## config.mk

```make
export PLATFORM = sky130hd
export DESIGN_NAME = plot_sink
export DESIGN_NICKNAME = d
export VERILOG_FILES = /design/src/rtl/plot_sink_pkg.sv /design/src/rtl/plot_fifo.sv /design/src/rtl/plot_sink.sv
export SDC_FILE = /design/constraint.sdc
export NUM_CORES = 1
export LEC_CHECK = 0
export CAP_MARGIN = 20
export CELL_PAD_IN_SITES_DETAIL_PLACEMENT = 1
export CELL_PAD_IN_SITES_GLOBAL_PLACEMENT = 1
export CORE_MARGIN = 4
export CORE_UTILIZATION = 55
export CTS_BUF_LIST = sky130_fd_sc_hd__clkbuf_4 sky130_fd_sc_hd__clkbuf_8
export CTS_CLUSTER_DIAMETER = 120
export DETAILED_ROUTE_END_ITERATION = 10
export PLACE_DENSITY_LB_ADDON = 0.1
export SYNTH_ARGS = -nofsm -noshare
export SYNTH_HDL_FRONTEND = slang
export SYNTH_HIERARCHICAL = 1
export SYNTH_SLANG_ARGS = --single-unit
```

## constraint.sdc

```tcl
create_clock -name clk -period 8.9 [get_ports clk]
set_input_delay 1.78 -clock clk [delete_from_list [all_inputs] [get_ports clk]]
set_output_delay 1.78 -clock clk [all_outputs]
set_load 0.005 [all_outputs]
```

## src/rtl/plot_sink_pkg.sv

```systemverilog
// ============================================================================
// Module      : plot_sink_pkg
// Description : Shared types and defaults for the plot_sink framebuffer
//               terminator (screen geometry, color width, pixel record,
//               controller state encoding).
// Revision    : 1.0 - initial release
// ============================================================================
`default_nettype none

package plot_sink_pkg;

    localparam int DEF_SCREEN_W = 320;
    localparam int DEF_SCREEN_H = 240;
    localparam int DEF_ADDR_W   = 17;
    localparam int COLOR_W      = 3;

    // One queued framebuffer write at the default geometry.
    typedef struct packed {
        logic [DEF_ADDR_W-1:0] addr;
        logic [COLOR_W-1:0]    color;
    } fb_pixel_t;

    // RUN drains the pixel FIFO, CLEAR sweeps the whole screen.
    typedef enum logic [0:0] {
        ST_RUN   = 1'b0,
        ST_CLEAR = 1'b1
    } state_t;

endpackage

`default_nettype wire

```

## src/rtl/plot_fifo.sv

```systemverilog
// ============================================================================
// Module      : plot_fifo
// Description : Synchronous FIFO, power-of-two depth, separate read/write
//               pointers plus an occupancy count. full/empty are registered
//               and reflect occupancy after the current edge. A push while
//               full is ignored even when a pop happens in the same cycle.
// Revision    : 1.0 - initial release
// ============================================================================
`default_nettype none

module plot_fifo #(
    parameter int WIDTH = 20,
    parameter int DEPTH = 16
) (
    input  logic             clk,
    input  logic             reset,
    input  logic             i_push,
    input  logic [WIDTH-1:0] i_data,
    input  logic             i_pop,
    output logic [WIDTH-1:0] o_data,
    output logic             o_full,
    output logic             o_empty
);

    localparam int c_PTR_W = $clog2(DEPTH);
    localparam int c_CNT_W = c_PTR_W + 1;

    logic [WIDTH-1:0]   r_mem [DEPTH];
    logic [c_PTR_W-1:0] r_wr_ptr;
    logic [c_PTR_W-1:0] r_rd_ptr;
    logic [c_CNT_W-1:0] r_count;
    logic [c_CNT_W-1:0] w_count_d;
    logic               r_full;
    logic               r_empty;
    logic               w_do_push;
    logic               w_do_pop;

    assign w_do_push = i_push & ~r_full;
    assign w_do_pop  = i_pop & ~r_empty;

    // Next occupancy: a simultaneous push and pop leaves the count unchanged.
    always_comb begin
        w_count_d = r_count;
        if (w_do_push && !w_do_pop) begin
            w_count_d = r_count + c_CNT_W'(1);
        end else if (!w_do_push && w_do_pop) begin
            w_count_d = r_count - c_CNT_W'(1);
        end
    end

    // Pointers, count and status flags.
    always_ff @(posedge clk) begin
        if (reset) begin
            r_wr_ptr <= '0;
            r_rd_ptr <= '0;
            r_count  <= '0;
            r_full   <= 1'b0;
            r_empty  <= 1'b1;
        end else begin
            if (w_do_push) begin
                r_wr_ptr <= r_wr_ptr + c_PTR_W'(1);
            end
            if (w_do_pop) begin
                r_rd_ptr <= r_rd_ptr + c_PTR_W'(1);
            end
            r_count <= w_count_d;
            r_full  <= (w_count_d == c_CNT_W'(DEPTH));
            r_empty <= (w_count_d == '0);
        end
    end

    // Storage array; contents need no reset since the pointers gate reads.
    always_ff @(posedge clk) begin
        if (w_do_push) begin
            r_mem[r_wr_ptr] <= i_data;
        end
    end

    assign o_data  = r_mem[r_rd_ptr];
    assign o_full  = r_full;
    assign o_empty = r_empty;

endmodule

`default_nettype wire

```

## src/rtl/plot_sink.sv

```systemverilog
// ============================================================================
// Module      : plot_sink
// Description : Terminates the sprite plot stream. Pixels are converted to a
//               linear address (y*SCREEN_W + x) at ingress, buffered in a
//               FIFO and written to video memory through a single valid/ready
//               output register. A clear pulse schedules a full-screen fill
//               that starts once previously queued pixels have drained.
//               Optional: define PLOT_SINK_CLIP_EN to drop off-screen pixels.
// Revision    : 1.0 - initial release
// ============================================================================
`default_nettype none

module plot_sink
    import plot_sink_pkg::*;
#(
    parameter int SCREEN_W   = DEF_SCREEN_W,
    parameter int SCREEN_H   = DEF_SCREEN_H,
    parameter int FIFO_DEPTH = 16,
    parameter int ADDR_W     = DEF_ADDR_W
) (
    input  logic               clk,
    input  logic               reset,
    input  logic               plot,
    input  logic [9:0]         x_pix,
    input  logic [9:0]         y_pix,
    input  logic [COLOR_W-1:0] color,
    input  logic               clear,
    input  logic [COLOR_W-1:0] clear_color,
    input  logic               fb_ready,
    output logic               fb_we,
    output logic [ADDR_W-1:0]  fb_addr,
    output logic [COLOR_W-1:0] fb_data,
    output logic               full,
    output logic               idle,
    output logic [7:0]         drop_count
);

    localparam int                c_ENTRY_W   = ADDR_W + COLOR_W;
    localparam logic [ADDR_W-1:0] c_LAST_ADDR = ADDR_W'(SCREEN_W * SCREEN_H - 1);

    state_t               r_state,     w_state_d;
    logic                 r_pending,   w_pending_d;
    logic [ADDR_W-1:0]    r_sweep,     w_sweep_d;
    logic [COLOR_W-1:0]   r_clr_color, w_clr_color_d;
    logic                 r_fb_we,     w_fb_we_d;
    logic [ADDR_W-1:0]    r_fb_addr,   w_fb_addr_d;
    logic [COLOR_W-1:0]   r_fb_data,   w_fb_data_d;
    logic [7:0]           r_drop;

    logic [ADDR_W-1:0]    w_addr;
    logic                 w_clip;
    logic                 w_push;
    logic                 w_pop;
    logic                 w_drop;
    logic                 w_full;
    logic                 w_empty;
    logic [c_ENTRY_W-1:0] w_head;
    logic                 w_stage_free;
    logic                 w_accept;

    // Full-width product, then truncated to the framebuffer address width.
    assign w_addr = ADDR_W'(32'(y_pix) * 32'(SCREEN_W) + 32'(x_pix));

`ifdef PLOT_SINK_CLIP_EN
    assign w_clip = (32'(x_pix) >= 32'(SCREEN_W)) || (32'(y_pix) >= 32'(SCREEN_H));
`else
    assign w_clip = 1'b0;
`endif

    assign w_push       = plot & ~w_full & ~w_clip;
    assign w_drop       = plot & (w_full | w_clip);
    assign w_stage_free = ~r_fb_we | fb_ready;
    assign w_accept     = r_fb_we & fb_ready;

    plot_fifo #(
        .WIDTH (c_ENTRY_W),
        .DEPTH (FIFO_DEPTH)
    ) u_fifo (
        .clk     (clk),
        .reset   (reset),
        .i_push  (w_push),
        .i_data  ({w_addr, color}),
        .i_pop   (w_pop),
        .o_data  (w_head),
        .o_full  (w_full),
        .o_empty (w_empty)
    );

    // Controller: chooses what feeds the output register each cycle.
    always_comb begin
        w_state_d     = r_state;
        w_pending_d   = r_pending;
        w_sweep_d     = r_sweep;
        w_clr_color_d = r_clr_color;
        w_fb_we_d     = r_fb_we;
        w_fb_addr_d   = r_fb_addr;
        w_fb_data_d   = r_fb_data;
        w_pop         = 1'b0;

        // A clear request is only latched when none is outstanding.
        if (clear && !r_pending && (r_state == ST_RUN)) begin
            w_pending_d = 1'b1;
        end

        case (r_state)
            ST_RUN: begin
                if (w_stage_free) begin
                    if (r_pending && w_empty) begin
                        // Enter the sweep with address 0 already presented.
                        w_state_d     = ST_CLEAR;
                        w_clr_color_d = clear_color;
                        w_fb_we_d     = 1'b1;
                        w_fb_addr_d   = '0;
                        w_fb_data_d   = clear_color;
                        w_sweep_d     = ADDR_W'(1);
                    end else if (!w_empty) begin
                        w_pop       = 1'b1;
                        w_fb_we_d   = 1'b1;
                        w_fb_addr_d = w_head[c_ENTRY_W-1:COLOR_W];
                        w_fb_data_d = w_head[COLOR_W-1:0];
                    end else begin
                        w_fb_we_d = 1'b0;
                    end
                end
            end
            ST_CLEAR: begin
                if (w_accept) begin
                    if (r_fb_addr == c_LAST_ADDR) begin
                        // Sweep done; pixels queued meanwhile follow directly.
                        w_state_d   = ST_RUN;
                        w_pending_d = 1'b0;
                        if (!w_empty) begin
                            w_pop       = 1'b1;
                            w_fb_we_d   = 1'b1;
                            w_fb_addr_d = w_head[c_ENTRY_W-1:COLOR_W];
                            w_fb_data_d = w_head[COLOR_W-1:0];
                        end else begin
                            w_fb_we_d = 1'b0;
                        end
                    end else begin
                        w_fb_addr_d = r_sweep;
                        w_fb_data_d = r_clr_color;
                        w_sweep_d   = r_sweep + ADDR_W'(1);
                    end
                end
            end
            default: begin
                w_state_d = ST_RUN;
            end
        endcase
    end

    // Controller and output-stage registers.
    always_ff @(posedge clk) begin
        if (reset) begin
            r_state     <= ST_RUN;
            r_pending   <= 1'b0;
            r_sweep     <= '0;
            r_clr_color <= '0;
            r_fb_we     <= 1'b0;
            r_fb_addr   <= '0;
            r_fb_data   <= '0;
        end else begin
            r_state     <= w_state_d;
            r_pending   <= w_pending_d;
            r_sweep     <= w_sweep_d;
            r_clr_color <= w_clr_color_d;
            r_fb_we     <= w_fb_we_d;
            r_fb_addr   <= w_fb_addr_d;
            r_fb_data   <= w_fb_data_d;
        end
    end

    // Saturating count of pixels lost to overflow or clipping.
    always_ff @(posedge clk) begin
        if (reset) begin
            r_drop <= '0;
        end else if (w_drop && (r_drop != 8'hFF)) begin
            r_drop <= r_drop + 8'd1;
        end
    end

    assign fb_we      = r_fb_we;
    assign fb_addr    = r_fb_addr;
    assign fb_data    = r_fb_data;
    assign full       = w_full;
    assign idle       = w_empty & ~r_pending & (r_state == ST_RUN) & ~r_fb_we;
    assign drop_count = r_drop;

endmodule

`default_nettype wire

```

==> reports/qor.yml <==
status: "finished clean"
synth_top_family_by_area: "multiplexers"
final_max_slew_viol_count: 0
hold_viol_final: 0
dp_slack_ps: 3350
fin_ws_ps: 3970
die_y_um: 180
gp_congestion: 0.740
grt_max_degree: 57
io_pins: 62
clk_path_buf_depth: 3
synthArstFlopShare_pct: 0
ys_seq_elements: 390
setup_viol: 0
rr_worst_depth: 7
start_kind: "input pin"
critical_path_arrival_ps: 5170
syn_avg_cell_area_um2: 17.1
io_buffers: 61
cpPeakStageDelay_ps: 550
crit_end: "u_fifo/r_mem[8][19]"
p_leak_nw: 6.03
drive_above_1_share_pct: 25.2
synth_cell_type_count: 60
synth_cells: 947
synth_fp_nets: 1008
num_rows: 62
muxShareOfSynthArea_pct: 15.3
core_um2: 28900
synth_adder_area_share_pct: 2.41
post_cts_resized: 0
worst-r2r-setup-slack_ps: 5050
fillers: 2566
synth-edff-count: 320
fin_setup_tns_ps: 0
clock_sinks: 390
synth_compound_area_share_pct: 3.59
fmax_ghz: 0.203
rsz0062_at_grt: "false"
dpl.hpwl_um: 22100
path_clk_slew_ps: 50
cts_buffers: 66
maxCapViolations: 0
synth_top_area_share_pct: 59.2
path_class: "input pin to flip-flop"
worstMarginPinSlew_ps: 1080
timing.rr.end: "fb_addr[12]"
syn2layout_area_growth_pct: 14.9
timing.critical_path.required_ps: 9140
final_util_pct: 64.4
syn_area_um2: 16200
hp-class: "flip-flop to flip-flop"
grt_pass1_wl_um: 58700
worst_path_most_repeated_cell: "ha_1"
die_area_um2: 32300
pwr_density_cell_nw_per_um2: 244
yosysWarningCount: 6
insertion_delay_ps: 590
dr.pass1.iters: 5
grt_use_total_pct: 23.7
final_nets: 1120
cp-startpoint: "y_pix[1]"
cts_setup_buffers: 0
initial_core_util_pct: 56.1
fin_crit_sh_pct: 55.4
cpMaxStageDelayCell: "xnor3_1"
drc: 0
crit_chain: "clkdlybuf4s50_1, ha_1, ha_1, fa_1, xor2_1, nand2_1, nor3_1, or4b_4, nor3b_2, xnor3_1"
h-tree-depth: 3
synth_largest_area_cell: "edfxtp_1"
synthSimpleGateAreaFrac_pct: 6.80
cts_tree: "done"
overflow: 0
vias: 9134
viasPerCell: 6.13
ir_worst_vdd_uv: 137
synthFlopType: "edfxtp_1"
cp-end-kind: "flip-flop"
wl_per_cell_um: 25.2
synth_xor_area_share_pct: 2.03
antennaDiodeCount: 0
ant_nets: 0
drt_iter0_markers: 855
chipWidth_um: 180
cts_hold_buffers: 0
yosysSeqAreaShare_pct: 67.9
synth_area_leaders: "edfxtp_1 (59%), mux4_2 (13%), dfxtp_1 (8.6%)"
antenna_found_initial: 4
wirelength_um: 37600
fin_skew_ps: 20.6
first_global_vias: 9808
slew_headroom_pct: 27.4
crit_path_max_fanout: 16
timing.final.crit_period_ps: 4930
cts-root-buf: "clkbuf_8"
worst max-delay path, delay by kind of cell:
family | cells | cell delay, ps
and+or+nand+nor | 4 | 1100
adders and majority gates | 3 | 1000
xor gates and xnor gates | 2 | 840
buffers and inverters | 1 | 460
registers in the layout (all words and copies together), names as in the netlist, named ones only:
register / count
r_pending: 1
u_fifo/o_full: 1
fb_addr: 17
r_clr_color: 3
drop_count: 8
u_fifo/r_wr_ptr: 4
fb_we: 1
u_fifo/r_rd_ptr: 4
r_sweep: 17
fb_data: 3
r_state: 1
u_fifo/o_empty: 1
u_fifo/r_mem: 320
u_fifo/r_count: 5
report_power, final:
part | switching [mW] | leakage, nW | total (mW) | internal (mW)
clock | 0.697 | 0.685 | 1.56 | 0.864
combinational | 0.411 | 1.88 | 0.788 | 0.378
sequential | 0.0782 | 3.46 | 2.20 | 2.12
total | 1.19 | 6.03 | 4.55 | 3.36
logic make-up after synthesis:
| kind of cell | count (synthesis) |
|---|---|
| compound gates | 85 |
| xor+xnor | 36 |
| fa+ha+maj | 30 |
| buf+inv | 64 |
| flops | 390 |
| mux | 120 |
| simple gates | 222 |
per-stage QoR:
stage               cell area [um2]  power, mW  std cells  hold WS (ps)
finish                        18600       4.55       1490           479
global route                  18600       4.78       1490           515
global placement              17300       2.98       1370           469
CTS                           18600       4.59       1485           483
detailed placement            17300       3.02       1370           475
floorplan                     16200       2.75        947           460
layout by cell type (no fill, tap or decap), types with 28 or more instances in the layout:
cell type / instances
nand2_1: 31
ha_1: 28
edfxtp_1: 320
mux4_2: 96
buf_4: 31
nor2_1: 71
nor3_1: 38
clkbuf_8: 69
clkdlybuf4s50_1: 60
dfxtp_1: 67
worst min-delay path by stage:
stage | start | end | cells past startpoint
2_1_floorplan | u_fifo/r_rd_ptr[1] | flip-flop | 2
3_3_place_gp | fb_data[2] | fb_data[2] | 2
3_5_place_dp | fb_data[2] | fb_data[2] | 2
4_1_cts | fb_data[2] | fb_data[2] | 2
5_1_grt | fb_data[2] | fb_data[2] | 2
6_report | fb_data[2] | fb_data[2] | 2
metal layers:
layer	up-vias	routed length [um]	GRT usage (%)
met5	-	0	0
met3	78	2600	4.63
met1	4728	15300	31.8
li1	3988	-	-
met2	340	18800	39.6
met4	0	986	7.77
cell usage after synthesis (14+ instances only):
cell type / instances
nor2_1: 83
mux2_2: 14
a21oi_1: 24
o21ai_0: 15
xnor2_1: 23
clkbuf_1: 32
inv_1: 15
mux4_2: 96
edfxtp_1: 320
a221oi_1: 14
nand2_1: 31
dfxtp_1: 70
nor3_1: 42
ha_1: 28
area by class of cell:
class | count | area, um2 | share of cell area (%)
multi-input cells | 493 | 4950 | 26.5
well taps | 384 | 480 | 2.58
clock buffers | 95 | 1140 | 6.14
flip-flops and latches | 390 | 11000 | 59.1
inverters | 15 | 56.3 | 0.302
clock inverters | 20 | 145 | 0.779
repair buffers | 93 | 850 | 4.56
(Power assumes the default switching activity.)
